## config.mk

```make
export PLATFORM = sky130hd
export DESIGN_NAME = remote_throw_rx
export DESIGN_NICKNAME = d
export VERILOG_FILES = /design/src/rtl/remote_throw_rx.sv
export SDC_FILE = /design/constraint.sdc
export NUM_CORES = 1
export LEC_CHECK = 0
export ABC_CLOCK_PERIOD_IN_PS = 2560
export BUFFER_PORTS_ARGS = -buffer_cell sky130_fd_sc_hd__buf_2
export CAP_MARGIN = 20
export CORE_MARGIN = 1
export CORE_UTILIZATION = 45
export DETAILED_ROUTE_END_ITERATION = 12
export PLACE_DENSITY = 0.67
export RECOVER_POWER = 25
export SLEW_MARGIN = 0
export SYNTH_ARGS = -nofsm -noshare
export SYNTH_HDL_FRONTEND = slang
export SYNTH_SLANG_ARGS = --single-unit
```

## constraint.sdc

```tcl
create_clock -name clk60MHz -period 2.56 [get_ports clk60MHz]
set_clock_uncertainty 0.05 [all_clocks]
set_input_delay 0 -clock clk60MHz [delete_from_list [all_inputs] [get_ports clk60MHz]]
set_output_delay 0 -clock clk60MHz [all_outputs]
set_load 0.05 [all_outputs]
```

## src/rtl/remote_throw_rx.sv

```systemverilog
// Receiver for a throw started on the opponent's board: synchronizes the
// asynchronous flag/power lines, waits for power to settle, and tracks the throw.
module remote_throw_rx #(
    parameter int SYNC_STAGES    = 2,
    parameter int STABLE_CYCLES  = 4,
    parameter int TIMEOUT_CYCLES = 60_000_000
) (
    input  logic       clk60MHz,
    input  logic       rst,
    input  logic       in_throw_flag,
    input  logic [4:0] in_power,
    input  logic       enable,
    output logic       remote_throw_start,
    output logic [4:0] remote_power,
    output logic       remote_throw_active,
    output logic       remote_throw_done,
    output logic       protocol_error
);

    localparam int SW = (STABLE_CYCLES > 1) ? $clog2(STABLE_CYCLES) : 1;
    localparam int TW = (TIMEOUT_CYCLES > 1) ? $clog2(TIMEOUT_CYCLES) : 1;
    localparam logic [SW-1:0] STABLE_LAST  = SW'(STABLE_CYCLES - 1);
    localparam logic [TW-1:0] TIMEOUT_LAST = TW'(TIMEOUT_CYCLES - 1);

    typedef enum logic [1:0] {IDLE, SETTLE, ACTIVE, WAIT_LOW} state_t;

    typedef struct packed {
        logic start;
        logic done;
        logic error;
    } events_t;

    logic [SYNC_STAGES-1:0]      flag_sync;
    logic [SYNC_STAGES-1:0][4:0] power_sync;
    logic                        flag_s;
    logic [4:0]                  power_s;
    logic                        flag_d;
    logic                        rise;
    logic                        fall;

    state_t        state_q, state_d;
    logic [SW-1:0] stable_q, stable_d;
    logic [TW-1:0] timeout_q, timeout_d;
    logic [4:0]    sample_q, sample_d;
    events_t       evt_q, evt_d;

    logic       start_o, active_o, done_o, error_o;
    logic [4:0] power_o;

    // The flag stages preset high so a flag already up at reset release is not a rise.
    always_ff @(posedge clk60MHz) begin
        // NOTE: sequential state uses non-blocking assignments so every register
        // samples the pre-edge value of its neighbours, exactly like real flops.
        if (rst) begin
            flag_sync  <= '1;
            power_sync <= '0;
            flag_d     <= 1'b1;
        end else begin
            flag_sync  <= {flag_sync[SYNC_STAGES-2:0], in_throw_flag};
            power_sync <= {power_sync[SYNC_STAGES-2:0], in_power};
            flag_d     <= flag_s;
        end
    end

    assign flag_s  = flag_sync[SYNC_STAGES-1];
    assign power_s = power_sync[SYNC_STAGES-1];
    assign rise    = flag_s & ~flag_d;
    assign fall    = ~flag_s & flag_d;

    always_ff @(posedge clk60MHz) begin
        if (rst) begin
            state_q   <= IDLE;
            stable_q  <= '0;
            timeout_q <= '0;
            sample_q  <= '0;
            evt_q     <= '0;
        end else begin
            state_q   <= state_d;
            stable_q  <= stable_d;
            timeout_q <= timeout_d;
            sample_q  <= sample_d;
            evt_q     <= evt_d;
        end
    end

    always_comb begin
        // NOTE: every variable gets a default before the case so no path
        // leaves it unassigned, which would otherwise infer a latch.
        state_d   = state_q;
        stable_d  = stable_q;
        timeout_d = timeout_q;
        sample_d  = sample_q;
        evt_d     = '0;
        unique case (state_q)
            IDLE: begin
                if (rise && enable) begin
                    sample_d = power_s;
                    stable_d = '0;
                    state_d  = SETTLE;
                end
            end
            SETTLE: begin
                // A flag that drops before power settles is a glitch, even on the capture cycle.
                if (!flag_s) begin
                    evt_d.error = 1'b1;
                    state_d     = IDLE;
                end else if (power_s != sample_q) begin
                    sample_d = power_s;
                    stable_d = '0;
                end else if (stable_q == STABLE_LAST) begin
                    evt_d.start = 1'b1;
                    timeout_d   = '0;
                    state_d     = ACTIVE;
                end else begin
                    stable_d = stable_q + 1'b1;
                end
            end
            ACTIVE: begin
                if (fall) begin
                    evt_d.done = 1'b1;
                    state_d    = IDLE;
                end else if (timeout_q == TIMEOUT_LAST) begin
                    evt_d.error = 1'b1;
                    state_d     = WAIT_LOW;
                end else begin
                    timeout_d = timeout_q + 1'b1;
                end
            end
            WAIT_LOW: begin
                if (!flag_s) state_d = IDLE;
            end
            default: state_d = IDLE;
        endcase
    end

    always_comb begin
        start_o  = evt_q.start;
        done_o   = evt_q.done;
        error_o  = evt_q.error;
        active_o = (state_q == ACTIVE);
        power_o  = evt_q.start ? sample_q : remote_power;
    end

    always_ff @(posedge clk60MHz) begin
        if (rst) begin
            remote_throw_start  <= 1'b0;
            remote_power        <= 5'd0;
            remote_throw_active <= 1'b0;
            remote_throw_done   <= 1'b0;
            protocol_error      <= 1'b0;
        end else begin
            remote_throw_start  <= start_o;
            remote_power        <= power_o;
            remote_throw_active <= active_o;
            remote_throw_done   <= done_o;
            protocol_error      <= error_o;
        end
    end

endmodule

```

==> run_results.csv, run 1 <==
group,metric,value,unit
timing,max_freq,0.418,GHz
detailed_routing,viasPerCell,5.81,
global_route,grt_antenna_before_repair,0,
global_route,grt.overflow.total,0,
timing,fin_crit_sh,93.5,%
timing,rsz0062_at_grt,"false",
job,max_cap_viol_count,0,
run_status,status,"finished clean",
global_route,grt_max_degree,37,
critical_path,worstPathCellList,"ha_1 > nand4_1 > or3_2 > nor4_2 > a211o_1 > a32o_1",
yosys,synth_nets,349,
placed_design,io_buffer_count,17,
clock_network,cts_max_level,3,
floorplanning,io_pins,18,
yosys,ys_top_cells_by_count,"dfxtp_1, a21oi_1, nand2_1, nor2_1, nand4_1",
finish,drive_above_1_share,15.7,%
detailed_routing,firstDrtPassIters,4,
yosys,synth_seq_cells,60,
finish,final_cell_count_no_fill,440,
yosys,synth-async-reset-ratio,0,%
detailed_routing,drtAntennaViolNets,0,
critical_path,max_stage_delay,0.53,ns
yosys,synth.most_common_cell,"dfxtp_1",
critical_path,critPathKind,"reg2reg",
finish,area_growth,14.9,%
timing,drv_slew,0,
floorplanning,fp.dieW,82.7,µm
yosys,synthesis.instances,333,
timing,holdWs,0.134,ns
min_path,hp-class,"in2reg",
clock_network,hold_buffers,6,
yosys,yosysTopAreaCellShare,41.0,%
floorplanning,core,0.00631,mm²
yosys,synth_area_per_cell,8.80,µm²
detailed_routing,drt_iter0_markers,122,
finish,layout.nets,374,
clock_network,cts_buffers,9,
global_route,top_usage_layer,"met2",
finish,postLayoutCoreUtil,53.3,%
critical_path,crit_path_start_kind,"flip-flop",
clock_network,ctsLongestPathBuffers,2,
timing,worst_pin_slew,1.04,ns
placed_design,place_congestion,0.862,
clock_network,clkTransAtPathRegs,0.08,ns
global_route,grt_usage,20.0,%
global_route,grt.met3_usage,3.96,%
yosys,synth-edff-count,0,
clock_network,root_buffer,"clkbuf_8",
yosys,ys.flop_type,"dfxtp_1",
critical_path,end_kind,"flip-flop",
floorplanning,start_util,46.4,%
yosys,yosysWarnings,0,
placed_design,dp_hpwl,4300,µm
critical_path,slowest_stage,"or3_2",
pwr,power.density,574,mW/mm²
pwr,ir_worst_vdd,0.283,mV
global_route,grt_util_met2,30.4,%
global_route,grt_pass1_vias,2199,
detailed_routing,remaining_drc_errors,0,
timing,setup_viol,0,
clock_network,clock_latency,0.34,ns
yosys,yosys.area.top_type,"dfxtp_1",
timing,period_needed,2.39,ns
clock_network,postCtsSetupBuffers,0,
timing,fin_setup_tns,0,ns
global_route,use_met1,26.9,%
critical_path,worstPathArrival,2.62,ns
timing,hold_viol,0,
clock_network,tritoncts,"done",
critical_path,critPathBufInv,0,
yosys,yosysSeqAreaShare,41.0,%
clock_network,cts_resized,0,
detailed_routing,totalWireLength,6320,µm
critical_path,crit_path_max_fanout,7,
clock_network,cts.sinks,60,
detailed_routing,vias,2557,
finish,diodes,0,
floorplanning,design.die.area,0.00684,mm²
yosys,ys_types,56,
pwr,leakagePower,0.00115,µW
timing,slew_headroom,30.5,%
floorplanning,row_count,29,
critical_path,cp_top_family,"simple AND/OR/NAND/NOR gates",
critical_path,crit_required,2.79,ns
detailed_routing,avgRoutedWirePerCell,14.4,µm
placed_design,placed_cells,418,
floorplanning,die_y,82.7,µm
global_route,grt_pass1_wl,10400,µm
yosys,synth_area_leaders,"dfxtp_1, mux2i_1, a21oi_1, nand4_1, ha_1",
yosys,syn_area,0.00293,mm²
-- registers in the layout (all words and copies together) (netlist names) --
name	count
power_s	5
remote_throw_done	1
flag_sync	2
done_o	1
start_o	1
remote_power	5
stable_q	2
timeout_q	26
sample_q	5
error_o	1
flag_d	1
state_q	2
remote_throw_start	1
remote_throw_active	1
power_sync	5
protocol_error	1
-- cell type report --
class | instances | area, µm²
clock buffers | 9 | 124
multi-input cells | 245 | 1610
clock inverters | 7 | 81.3
inverters | 8 | 30.0
well taps | 77 | 96.3
repair buffers | 34 | 223
fillers | 591 | 2950
flip-flops and latches | 60 | 1200
-- where the power goes --
group	switching, µW	total [µW]	leakage (µW)	internal, µW
sequential	7.55	953	0.000486	946
clock	412	877	0.000101	464
combinational	58.0	103	0.000561	44.9
total	478	1930	0.00115	1450
-- routing by layer --
metal / wire length (µm) / part of all wire (%) / vias up
li1: - / - / 1294
met1: 3090 / 49 / 1209
met2: 2930 / 46 / 45
met3: 192 / 3.0 / 9
met4: 116 / 1.8 / 0
met5: 0 / 0 / -
-- cell families after synthesis --
logic type | Yosys count | share of synthesized area (%)
AND/OR/NAND/NOR | 143 | 29.4
AO/OA/AOI/OAI | 78 | 17.0
flip-flops | 60 | 41.0
buffers and inverters | 28 | 4.05
multiplexers | 12 | 4.10
adder cells (fa/ha/maj) | 7 | 2.99
XOR/XNOR | 5 | 1.49
-- cell usage in the layout (no fill, tap or decap), drive strengths merged, types with 3 or more instances in the layout --
cell type | synthesis | final
o211ai | 4 | 4
a21oi | 22 | 22
nor4 | 5 | 5
o21ai | 17 | 17
dfxtp | 60 | 60
a22oi | 3 | 3
and4 | 4 | 4
a31oi | 8 | 8
or3 | 12 | 12
buf | 8 | 26
clkbuf | 12 | 11
or2 | 3 | 3
nand4 | 17 | 17
nor3 | 11 | 11
mux2i | 12 | 12
or4 | 6 | 6
nand3 | 14 | 14
ha | 7 | 7
nand3b | 3 | 3
inv | 8 | 12
a41oi | 4 | 4
nand2 | 19 | 19
nor2 | 19 | 19
dlygate4sd3 | 0 | 6
nor2b | 13 | 13
xnor2 | 5 | 5
and2 | 6 | 6
o31ai | 3 | 3
-- stage by stage --
stage	instance area, µm²	power, µW	setup WS [ns]
after global placement	3110	1070	0.284
after global routing	3370	2010	0.00585
after CTS	3370	1960	0.205
after detailed placement	3110	1070	0.223
after floorplan	2930	1040	0.398
final	3370	1930	0.166
-- final timing paths --
check	start	to	slack (ns)	depth (start not counted)
max	timeout_q[0]	timeout_q[7]	0.17	6
min	rst	remote_power[2]	0.13	2
max reg2reg	timeout_q[0]	timeout_q[7]	0.17	6
min reg2reg	flag_sync[0]	flag_sync[1]	0.38	1
-- worst register-to-register path: stages, from the launching register on --
cell	delay (ns)
dfxtp_1	0.40
ha_1	0.30
nand4_1	0.24
or3_2	0.53
nor4_2	0.51
a211o_1	0.17
a32o_1	0.15
Power figures use the tool's default switching activity.
==> inputs of run 2 (changes only) <==
--- a/config.mk
+++ b/config.mk
@@ -8,11 +8,11 @@
 export ABC_CLOCK_PERIOD_IN_PS = 2560
 export BUFFER_PORTS_ARGS = -buffer_cell sky130_fd_sc_hd__buf_2
 export CAP_MARGIN = 20
+export CORE_ASPECT_RATIO = 2
 export CORE_MARGIN = 1
 export CORE_UTILIZATION = 45
 export DETAILED_ROUTE_END_ITERATION = 12
 export PLACE_DENSITY = 0.67
-export RECOVER_POWER = 25
 export SLEW_MARGIN = 0
 export SYNTH_ARGS = -nofsm -noshare
 export SYNTH_HDL_FRONTEND = slang
==> run 2 against run 1 <==
Net effect: via count up 4.5%; routed wire length up 18%; global-route usage up 4.1 points; clock-buffer cell count unchanged; final cell count up 3.0%; utilization up 2.4 points; sequential share of layout area down 1.5 points; worst hold slack better by 0.026 ns; non-clock buffer count up 4.
==> run_results.csv, run 2 (same netlist as run 1, synthesis figures left out) <==
group,metric,value,unit
run_status,status,"finished clean",
clock_network,ctsLongestPathBuffers,2,
floorplanning,die_y,116,µm
pwr,power,2270,µW
detailed_routing,drt_iter0_markers,151,
clock_network,clkTransAtPathRegs,0.05,ns
floorplanning,start_util,46.5,%
clock_network,clock_latency,0.33,ns
detailed_routing,firstDrtPassIters,5,
finish,diodes,0,
min_path,worstHoldPathCells,5,
critical_path,critPathKind,"reg2reg",
timing,worst_pin_slew,0.749,ns
timing,setup_viol,0,
detailed_routing,vias,2673,
finish,drive_above_1_share,17.2,%
clock_network,cts_buffers,9,
floorplanning,core,0.00631,mm²
timing,fin_setup_tns,0,ns
critical_path,max_stage_delay,0.54,ns
clock_network,tritoncts,"done",
finish,final_area,0.00352,mm²
placed_design,dp_hpwl,5380,µm
timing,max_freq,0.424,GHz
finish,final_cell_mix,"dfxtp_1, a21oi_1, nand2_1, nor2_1",
finish,layout.nets,378,
job,max_cap_viol_count,0,
critical_path,worstPathCellList,"ha_1 > nand4_1 > or3_2 > nor3_4 > o211ai_1 > a211oi_1",
placed_design,place_congestion,0.876,
timing,hold_viol,0,
critical_path,crit_required,2.76,ns
critical_path,end_kind,"flip-flop",
clock_network,cts.sinks,60,
finish,final_common_cell,"dfxtp_1",
timing,fin_crit_sh,92.1,%
timing,period_needed,2.36,ns
global_route,grt.overflow.total,0,
finish,area_growth,20.0,%
detailed_routing,viasPerCell,5.90,
detailed_routing,avgRoutedWirePerCell,16.5,µm
global_route,grt_max_degree,42,
floorplanning,fp.dieW,59.1,µm
timing,rsz0062_at_grt,"false",
global_route,grt_usage,24.1,%
clock_network,cts_max_level,3,
critical_path,r2r_cells,6,
clock_network,root_buffer,"clkbuf_16",
timing,drv_slew,0,
global_route,grt_pass1_wl,12200,µm
critical_path,worstPathArrival,2.55,ns
critical_path,crit_path_start_kind,"flip-flop",
critical_path,slowest_stage,"or3_2",
pwr,power.density,647,mW/mm²
placed_design,io_buffer_count,17,
pwr,leakagePower,0.00124,µW
global_route,grt_antenna_before_repair,0,
timing,slew_headroom,50.1,%
floorplanning,row_count,41,
timing,holdWs,0.160,ns
finish,largest_reg_flops,26,
placed_design,placedInstanceArea,0.00315,mm²
detailed_routing,drtAntennaViolNets,0,
global_route,grt_pass1_vias,2619,
critical_path,crit_path_max_fanout,7,
finish,largest-register,"timeout_q",
detailed_routing,totalWireLength,7480,µm
floorplanning,design.die.area,0.00686,mm²
min_path,hp-class,"in2reg",
detailed_routing,remaining_drc_errors,0,
pwr,ir_worst_vdd,0.284,mV
floorplanning,io_pins,18,
run 2: cell types whose count changed in the layout (fill, tap and decap cells not counted), sizes merged:
cell	previous run	this run
buf	26	32
clkinv	1	4
clkbuf	11	9
inv	12	10
clkinvlp	1	0
run 2: stage by stage:
stage,utilization (%),cells,worst slack [ns]
global placement,49.9,431,0.267
global route,55.7,453,0.0501
detailed placement,49.9,431,0.215
finish,55.7,453,0.203
floorplan,-,333,0.398
CTS,55.6,453,0.199
run 2: critical path, delay by kind of cell, from the launching register on:
family	cells	cell delay (ns)
fa+ha+maj	1	0.31
simple gates	3	1.12
compound gates	2	0.40
flops	1	0.39
run 2: cell type report:
class | instances | area (µm²)
fillers | 584 | 2790
multi-input cells | 245 | 1620
flip-flops and latches | 60 | 1200
repair buffers | 38 | 258
clock buffers | 9 | 225
well taps | 86 | 108
clock inverters | 7 | 75.1
inverters | 8 | 30.0
run 2: power breakdown:
| part | internal, µW | switching, µW | total [µW] |
|---|---|---|---|
| clock | 758 | 452 | 1210 |
| combinational | 46.3 | 62.1 | 108 |
| sequential | 947 | 7.70 | 955 |
| total | 1750 | 522 | 2270 |
run 2: what timing repair did:
action,CTS,global route
setup endpoints to repair,0,3
hold buffers,6,0
setup buffers,0,0
hold endpoints to repair,6,0
gates resized for setup,0,1
run 2: final timing paths:
path | from | to | slack [ns]
setup / recovery | timeout_q[0] | state_q[0] | 0.20
hold / removal | enable | state_q[0] | 0.16
setup reg to reg | timeout_q[0] | state_q[0] | 0.20
hold reg to reg | flag_sync[0] | flag_sync[1] | 0.37
run 2: routing by layer:
metal	track usage, %	vias up	wire [µm]
met5	0	-	0
met4	18.6	0	366
li1	-	1296	-
met3	4.76	29	268
met2	45.0	67	4260
met1	21.7	1281	2590
==> inputs of run 3 (changes only) <==
--- a/config.mk
+++ b/config.mk
@@ -13,6 +13,8 @@
 export CORE_UTILIZATION = 45
 export DETAILED_ROUTE_END_ITERATION = 12
 export PLACE_DENSITY = 0.67
+export REMOVE_ABC_BUFFERS = 1
+export SETUP_SLACK_MARGIN = 0.2
 export SLEW_MARGIN = 0
 export SYNTH_ARGS = -nofsm -noshare
 export SYNTH_HDL_FRONTEND = slang
==> run 3 against run 2 <==
Net effect: worst hold slack worse by 0.036 ns; sequential share of layout area up 0.073 points; clock-buffer cell count up 2.
==> run_results.csv, run 3 (same netlist as run 1, synthesis figures left out) <==
group,metric,value,unit
run_status,status,"finished clean",
timing,setup_viol,0,
clock_network,tritoncts,"done",
pwr,p_sw,478,µW
pwr,comb_power_share,4.8,%
timing,drv_slew,0,
critical_path,crit_path_start_kind,"flip-flop",
global_route,grt_pass1_vias,2656,
clock_network,root_buffer,"clkbuf_16",
floorplanning,io_pins,18,
floorplanning,design.die.area,0.00686,mm²
floorplanning,start_util,46.5,%
placed_design,place_congestion,0.880,
timing,fin_setup_tns,0,ns
clock_network,cts_max_level,3,
min_path,worstHoldStart,"rst",
global_route,grt.overflow.total,0,
min_path,worstHoldPathCells,2,
pwr,leakagePower,0.00123,µW
critical_path,max_stage_delay,0.48,ns
timing,worst_pin_slew,0.647,ns
finish,diodes,0,
critical_path,critical_path.startpoint,"timeout_q[2]",
finish,layout.nets,378,
clock_network,ctsLongestPathBuffers,2,
timing,rsz0062_at_grt,"false",
critical_path,worstPathCellList,"nand3_2 > or3_4 > or4_1 > or3_1 > a31oi_1",
timing,period_needed,2.24,ns
detailed_routing,vias,2650,
clock_network,clock_latency,0.33,ns
critical_path,critPathKind,"reg2reg",
pwr,p_sw_share,21.3,%
detailed_routing,drt_iter0_markers,120,
global_route,grt_antenna_before_repair,0,
floorplanning,row_count,41,
finish,regArea,0.00120,mm²
critical_path,slowest_stage,"or3_4",
timing,slew_headroom,56.5,%
floorplanning,core,0.00631,mm²
detailed_routing,totalWireLength,7260,µm
finish,final_common_cell,"dfxtp_1",
pwr,power_frac_seq,42.6,%
finish,final_area,0.00351,mm²
finish,largest_reg_flops,26,
pwr,p_clk_share,52.6,%
pwr,ir_worst_vdd,0.312,mV
floorplanning,fp.dieW,59.1,µm
timing,fin_crit_sh,87.4,%
finish,multi_input_comb_area,0.00162,mm²
timing,hold_viol,0,
finish,area_growth,19.7,%
critical_path,end_kind,"flip-flop",
finish,final_cell_mix,"dfxtp_1, a21oi_1, nand2_1, nor2_1",
critical_path,crit_required,2.76,ns
finish,largest-register,"timeout_q",
pwr,p_int,1770,µW
global_route,grt_usage,23.7,%
placed_design,placedInstanceArea,0.00314,mm²
detailed_routing,viasPerCell,5.86,
critical_path,worstPathArrival,2.44,ns
global_route,grt_max_degree,34,
clock_network,clkTransAtPathRegs,0.05,ns
clock_network,cts_buffers,9,
placed_design,io_buffer_count,17,
finish,postLayoutCoreUtil,55.6,%
critical_path,r2r_cells,5,
finish,fill_cells,575,
detailed_routing,avgRoutedWirePerCell,16.1,µm
min_path,hp-class,"in2reg",
detailed_routing,drtAntennaViolNets,0,
global_route,grt_pass1_wl,12000,µm
finish,drive_above_1_share,16.7,%
critical_path,crit_path_max_fanout,11,
clock_network,cts.sinks,60,
detailed_routing,remaining_drc_errors,0,
detailed_routing,firstDrtPassIters,4,
floorplanning,die_y,116,µm
critical_path,r2r_start,"timeout_q[2]",
job,max_cap_viol_count,0,
placed_design,dp_hpwl,5230,µm
pwr,power.density,639,mW/mm²
timing,max_freq,0.447,GHz
-- run 3: repair_timing --
action                                 4_1_cts  5_1_grt
buffers inserted                             0        1
endpoints found under the hold margin        6        0
hold buffers                                 6        0
resized for setup                            0        1
setup endpoints to repair                    0       10
-- run 3: power groups by stage --
stage	combinational, µW	clock, µW	sequential (µW)
after floorplan	57.9	0	973
after global placement	99.0	0	975
after detailed placement	99.2	0	975
after CTS	107	1200	956
after global routing	121	1240	957
final	107	1180	956
-- run 3: stage by stage --
stage / worst slack [ns] / power [µW] / instances / hold slack [ns]
after floorplan: 0.269 / 1030 / 313 / 0.0167
after global placement: 0.299 / 1070 / 430 / 0.143
after CTS: 0.245 / 2260 / 451 / 0.126
final: 0.323 / 2240 / 452 / 0.124
after global routing: 0.215 / 2320 / 452 / 0.152
after detailed placement: 0.266 / 1070 / 430 / 0.152
-- run 3: cell type report --
type / count / area share, %
Tap cell: 86 / 3.07
Clock inverter: 4 / 1.43
Sequential cell: 60 / 34.2
Timing Repair Buffer: 38 / 7.34
Clock buffer: 11 / 6.92
Multi-Input combinational cell: 245 / 46.2
Inverter: 8 / 0.856
-- run 3: layer usage --
metal  part of all wire [%]  vias to the layer above  track usage [%]  wire length, µm
met5                      0                        -                0                0
met4                    4.8                        0             16.5              350
met3                    2.7                       29             5.76              197
met2                     57                       56             44.8             4130
met1                     36                     1265             20.9             2580
li1                       -                     1300                -                -
-- run 3: final timing paths --
check,slack [ns],end
worst min-delay path,0.12,protocol_error
worst max-delay path,0.32,timeout_q[19]
worst min register to register,0.36,flag_sync[1]
worst max register to register,0.32,timeout_q[19]
-- run 3: worst max-delay path, delay by kind of cell, from the launching register on --
| kind | cells | cell delay [ns] |
|---|---|---|
| AOI/OAI and AO/OA | 1 | 0.16 |
| DFF | 1 | 0.46 |
| and+or+nand+nor | 4 | 1.49 |
